### src/rtl/vbus_rr_arbiter.sv
// Four-requester round-robin arbiter for a shared valid/ready bus with burst limiting.
// Define VBUS_ARB_TIMEOUT_EN to enable forced release of a stalled grant after TIMEOUT idle cycles.
module vbus_rr_arbiter #(
  parameter int DATA_WIDTH = 8,
  parameter int MAX_BURST  = 4,
  parameter int TIMEOUT    = 16
) (
  input  logic                    clk,
  input  logic                    rst,
  input  logic [3:0]              req_i,
  input  logic [3:0]              valid_i,
  input  logic [3:0]              last_i,
  input  logic [4*DATA_WIDTH-1:0] data_i,
  output logic [3:0]              ready_o,
  output logic [DATA_WIDTH-1:0]   data_o,
  output logic                    valid_o,
  input  logic                    ready_i,
  output logic [3:0]              grant_o,
  output logic                    busy_o,
  output logic                    timeout_o
);

  typedef enum logic {IDLE, GRANT} state_e;

  localparam logic [7:0] BurstLast = 8'(MAX_BURST - 1);

  state_e     state_q, state_d;
  logic [1:0] ptr_q, ptr_d;
  logic [1:0] grantIdx_q, grantIdx_d;
  logic [3:0] grant_q, grant_d;
  logic [7:0] beatCnt_q, beatCnt_d;

  logic       pickValid;
  logic [1:0] pickIdx;
  logic [1:0] cand;
  logic       beat;
  logic       lastBeat;
  logic       burstDone;
  logic       abandon;
  logic       stallHit;
  logic       releaseGrant;

  // Scan from the highest offset down so the requester closest to ptr wins.
  always_comb begin
    pickValid = 1'b0;
    pickIdx   = ptr_q;
    cand      = ptr_q;
    for (int i = 3; i >= 0; i--) begin
      cand = ptr_q + 2'(i);
      if (req_i[cand]) begin
        pickValid = 1'b1;
        pickIdx   = cand;
      end
    end
  end

  assign beat      = (state_q == GRANT) & valid_i[grantIdx_q] & ready_i;
  assign lastBeat  = beat & last_i[grantIdx_q];
  assign burstDone = beat & (beatCnt_q == BurstLast);
  assign abandon   = (state_q == GRANT) & ~req_i[grantIdx_q] & ~valid_i[grantIdx_q];

  assign releaseGrant = (state_q == GRANT) & (lastBeat | burstDone | abandon | stallHit);

`ifdef VBUS_ARB_TIMEOUT_EN
  localparam logic [7:0] StallLast = 8'(TIMEOUT - 1);

  logic [7:0] stallCnt_q, stallCnt_d;
  logic       timeout_q;

  assign stallHit = (state_q == GRANT) & ~beat & (stallCnt_q == StallLast);

  always_comb begin
    stallCnt_d = 8'd0;
    if (state_q == GRANT && !beat && !releaseGrant) begin
      stallCnt_d = stallCnt_q + 8'd1;
    end
  end

  always_ff @(posedge clk) begin
    if (rst) begin
      stallCnt_q <= 8'd0;
      timeout_q  <= 1'b0;
    end else begin
      stallCnt_q <= stallCnt_d;
      timeout_q  <= stallHit;
    end
  end

  assign timeout_o = timeout_q;
`else
  assign stallHit  = 1'b0;
  assign timeout_o = 1'b0;
`endif

  always_comb begin
    state_d    = state_q;
    ptr_d      = ptr_q;
    grantIdx_d = grantIdx_q;
    grant_d    = grant_q;
    beatCnt_d  = beatCnt_q;
    if (state_q == IDLE) begin
      beatCnt_d = 8'd0;
      if (pickValid) begin
        state_d    = GRANT;
        grantIdx_d = pickIdx;
        grant_d    = 4'b0001 << pickIdx;
      end
    end else begin
      if (beat) begin
        beatCnt_d = beatCnt_q + 8'd1;
      end
      if (releaseGrant) begin
        state_d   = IDLE;
        grant_d   = 4'b0000;
        ptr_d     = grantIdx_q + 2'd1;
        beatCnt_d = 8'd0;
      end
    end
  end

  always_ff @(posedge clk) begin
    if (rst) begin
      state_q    <= IDLE;
      ptr_q      <= 2'd0;
      grantIdx_q <= 2'd0;
      grant_q    <= 4'b0000;
      beatCnt_q  <= 8'd0;
    end else begin
      state_q    <= state_d;
      ptr_q      <= ptr_d;
      grantIdx_q <= grantIdx_d;
      grant_q    <= grant_d;
      beatCnt_q  <= beatCnt_d;
    end
  end

  // The bus is steered straight through from the granted requester; nothing is registered on the data path.
  always_comb begin
    ready_o = 4'b0000;
    data_o  = '0;
    valid_o = 1'b0;
    if (state_q == GRANT) begin
      data_o              = data_i[grantIdx_q*DATA_WIDTH +: DATA_WIDTH];
      valid_o             = valid_i[grantIdx_q];
      ready_o[grantIdx_q] = ready_i;
    end
  end

  assign grant_o = grant_q;
  assign busy_o  = (state_q == GRANT);

endmodule

### config.mk
export PLATFORM = sky130hd
export DESIGN_NAME = vbus_rr_arbiter
export DESIGN_NICKNAME = d
export VERILOG_FILES = /design/src/rtl/vbus_rr_arbiter.sv
export SDC_FILE = /design/constraint.sdc
export NUM_CORES = 1
export LEC_CHECK = 0
export BUFFER_PORTS_ARGS = -buffer_cell sky130_fd_sc_hd__buf_2
export CAP_MARGIN = 20
export CORE_MARGIN = 2
export CORE_UTILIZATION = 41
export DETAILED_ROUTE_END_ITERATION = 6
export HOLD_SLACK_MARGIN = 0.15
export MAX_ROUTING_LAYER = met4
export PLACE_DENSITY_LB_ADDON = 0.08
export SLEW_MARGIN = 20
export SYNTH_ARGS = -nofsm -noshare
export SYNTH_HDL_FRONTEND = slang
export SYNTH_SLANG_ARGS = --single-unit
export TNS_END_PERCENT = 30
### constraint.sdc
create_clock -name clk -period 2.1 [get_ports clk]
set_input_delay 0.42 -clock clk [delete_from_list [all_inputs] [get_ports clk]]
set_output_delay 0.42 -clock clk [all_outputs]
set_load 0.05 [all_outputs]
==> insert_results.sql <==
INSERT INTO impl_metrics (metric_group, metric, value, unit) VALUES
('logic_synthesis', 'post_synthesis_net_count', '188', ''),
('logic_synthesis', 'netlist_instances', '136', ''),
('power', 'power_per_cell_area', '622', 'nW/um2'),
('flow_run', 'drv_cap', '0', ''),
('timing', 'slew_at_the_pin_closest_to_its_max_slew_limit', '529', 'ps'),
('cts', 'cts_sinks', '17', ''),
('worst_hold_path', 'worst_hold_path_type', 'in2reg', ''),
('die', 'coreArea', '3080', 'um2'),
('critical_path', 'worstPathMaxFanout', '4', ''),
('cts', 'cts_buffers', '3', ''),
('timing', 'max_slew_margin', '0.647', ''),
('die', 'floorplan.initialDensity', '0.435', ''),
('timing', 'finalClockSkew', '1.12', 'ps'),
('place', 'hpwl_after_dpl', '2730', 'um'),
('cts', 'clk-insertion-delay-late', '290', 'ps'),
('place', 'post-place-ws', '52.5', 'ps'),
('drt', 'detailedRoute.firstIterationViolations', '15', ''),
('drt', 'postRouteWirelength', '3500', 'um'),
('timing', 'layout_worst_path_cycle_share', '0.982', ''),
('drt', 'via_per_inst', '5.26', ''),
('timing', 'final_period_minus_worst_setup_slack', '2060', 'ps'),
('final_layout', 'num-fill-cells', '285', ''),
('timing', 'fin_ws', '37.3', 'ps'),
('final_layout', 'area_delta_synth_final', '37.0', '%'),
('logic_synthesis', 'synth.cell_area', '1340', 'um2'),
('die', 'chipHeight', '61.1', 'um'),
('critical_path', 'critical_path.endpoint_type', 'primary output', ''),
('logic_synthesis', 'ys.flop_type', 'dfxtp_1', ''),
('timing', 'number_of_hold_violations_in_the_final_report', '0', ''),
('critical_path', 'endpoint_required_time_on_the_critical_path', '1680', 'ps'),
('global_routing', 'global_route_total_usage_across_every_layer', '0.191', ''),
('global_routing', 'grt_pass1_wl', '5110', 'um'),
('drt', 'number_of_design_rule_violations_left_after_detail_routing', '0', ''),
('die', 'dieWidth', '61.1', 'um'),
('logic_synthesis', 'synth-warning-count', '0', ''),
('timing', 'clock.fmax', '0.485', 'GHz'),
('place', 'gp_congestion', '0.886', ''),
('logic_synthesis', 'seq_area_frac_synth', '0.254', ''),
('critical_path', 'startpoint_type', 'flop', ''),
('cts', 'cts-hold-fix-buffers', '0', ''),
('outcome', 'status', 'completed', ''),
('drt', 'routedWlPerCell', '14.2', 'um'),
('logic_synthesis', 'synth.distinct_cells', '41', ''),
('global_routing', 'number_of_global_route_vias_before_repair', '1157', ''),
('final_layout', 'antenna_cells_inserted', '0', ''),
('final_layout', 'design.final.nets', '256', ''),
('timing', 'report.final.slew_viol_count', '0', ''),
('global_routing', 'maximum_number_of_pins_on_one_net_before_global_route_repair', '20', ''),
('cts', 'cts.root.buffer_cell', 'clkbuf_4', ''),
('logic_synthesis', 'ys_async_sr_fraction', '0', ''),
('final_layout', 'drive_gt1_frac', '0.532', ''),
('cts', 'tritoncts', 'built', ''),
('die', 'io-pin-count', '66', ''),
('logic_synthesis', 'number_of_synthesized_flops_with_an_enable_pin', '0', ''),
('drt', 'ant_nets', '0', ''),
('timing', 'finalSetupViolCount', '0', ''),
('power', 'design_power_total', '1.14', 'mW'),
('place', 'numPortBuffers', '64', ''),
('global_routing', 'antenna_found_initial', '0', ''),
('critical_path', 'r2r_slack', '120', 'ps'),
('cts', 'clock_tree.htree_level_count', '1', ''),
('critical_path', 'criticalPathCategory', 'reg2out', ''),
('critical_path', 'critPathArrivalTime', '1640', 'ps'),
('logic_synthesis', 'synth_area_per_cell', '9.84', 'um2'),
('final_layout', 'fin_util', '0.596', ''),
('logic_synthesis', 'ys_ff_latch', '17', ''),
('power', 'p_leak', '0.823', 'nW'),
('cts', 'path_clk_slew', '100', 'ps'),
('timing', 'rsz0062_at_grt', 'true', ''),
('global_routing', 'overflow', '0', ''),
('die', 'placementRows', '20', ''),
('die', 'die_area', '3740', 'um2'),
('drt', 'drt_pre_antenna_iters', '4', ''),
('power', 'irDropWorstVdd', '0.397', 'mV'),
('cts', 'cts_max_path_buffers', '2', ''),
('timing', 'totalNegativeSetupSlack', '0', 'ps'),
('drt', 'vias', '1299', '');
## what timing repair did
| item | in CTS | in global routing |
|---|---|---|
| gates resized for setup | 14 | 21 |
| setup buffers | 1 | 0 |
| endpoints found under the setup margin | 9 | 9 |
## cells in the final DEF, fill, tap and decap left out, types with 2 or more instances in the layout
cell type	count
buf_2	56
dfxtp_1	15
mux4_2	10
nor2_2	8
buf_6	8
and2_4	7
buf_4	7
and3_1	6
and2_1	6
xor2_1	6
a21oi_1	6
inv_1	5
ha_1	5
nand4_1	4
nor2_1	4
nand2b_1	4
a32o_1	4
nor3_1	3
nand2_1	3
clkbuf_4	3
nand3_1	2
mux2i_1	2
or2_2	2
o21ai_0	2
o22a_1	2
and4_1	2
## registers in the layout, summed over array words and instances, names as in the netlist
name / cells
beatCnt_q: 8
busy_o: 1
grantIdx_q: 2
grant_o: 4
ptr_q: 2
## stage by stage
stage	cells	hold WS [ps]	cell area (um2)
2_1_floorplan	136	485	1340
3_3_place_gp	242	450	1710
3_5_place_dp	242	454	1710
4_1_cts	247	385	1790
5_1_grt	247	406	1830
6_report	247	398	1830
## cell usage after synthesis (2+ instances only)
cell type  count  share of area
a32o_1         4          0.030
or2_2          2         0.0093
nand3_1        2         0.0075
o21ai_0        2         0.0075
dfxtp_1       17           0.25
clkbuf_1       6          0.017
nor2_1         4          0.011
o22a_1         2          0.013
and4_1         2          0.013
ha_1           5          0.047
buf_6          3          0.025
xor2_1         6          0.039
nand2_1        3         0.0084
nand2b_1       4          0.019
nand4_1        4          0.019
nor3_1         3          0.011
and3_1         6          0.028
mux4_1         2          0.039
inv_1          5          0.014
mux2i_1        2          0.015
nor2_2         8          0.037
a21oi_1        6          0.022
and2_1        12          0.056
mux4_2         9           0.15
## path summary, 6_finish.rpt
kind,from,endpoint,cells after the start
max,grantIdx_q[0],valid_o,3
min,rst,grantIdx_q[1],2
min reg2reg,grant_o[1],grant_o[1],1
max reg2reg,grantIdx_q[0],beatCnt_q[6],4
## critical path, cell delays in order, from the launching register on
cell	delay (ps)
dfxtp_4	400
mux4_2	550
and2_1	180
buf_2	210
## metal layers
| metal | vias to the layer above | routed length [um] | track usage |
|---|---|---|---|
| li1 | 641 | - | - |
| met1 | 612 | 1430 | 0.226 |
| met2 | 42 | 1800 | 0.322 |
| met3 | 4 | 215 | 0.0315 |
| met4 | 0 | 52 | 0.0745 |
| met5 | - | 0 | - |
## power by group
part / internal [mW] / leakage (nW) / switching [mW]
logic: 0.256 / 0.670 / 0.323
registers: 0.344 / 0.139 / 0.0362
clock network: 0.0725 / 0.0139 / 0.109
total: 0.673 / 0.823 / 0.467
## cells by family (layout without fill, tap and decap cells)
| family | Yosys count | count (layout) | share of synthesized area |
|---|---|---|---|
| adder cells (fa/ha/maj) | 5 | 5 | 0.0467 |
| other | 1 | 1 | 0.00280 |
| AND/OR/NAND/NOR | 55 | 55 | 0.248 |
| XOR/XNOR | 7 | 7 | 0.0458 |
| AO/OA/AOI/OAI | 22 | 22 | 0.127 |
| flip-flops | 17 | 17 | 0.254 |
| multiplexers | 14 | 14 | 0.214 |
| buffers and inverters | 15 | 82 | 0.0617 |
## area by class of cell
cell class / count / area, um2 / area share
clock inverters: 1 / 7.51 / 0.00409
flip-flops and latches: 17 / 345 / 0.188
inverters: 5 / 18.8 / 0.0102
repair buffers: 73 / 458 / 0.250
multi-input cells: 104 / 927 / 0.505
clock buffers: 3 / 22.5 / 0.0123
well taps: 44 / 55.1 / 0.0300
Note: power is estimated with default switching activity, not from simulation.
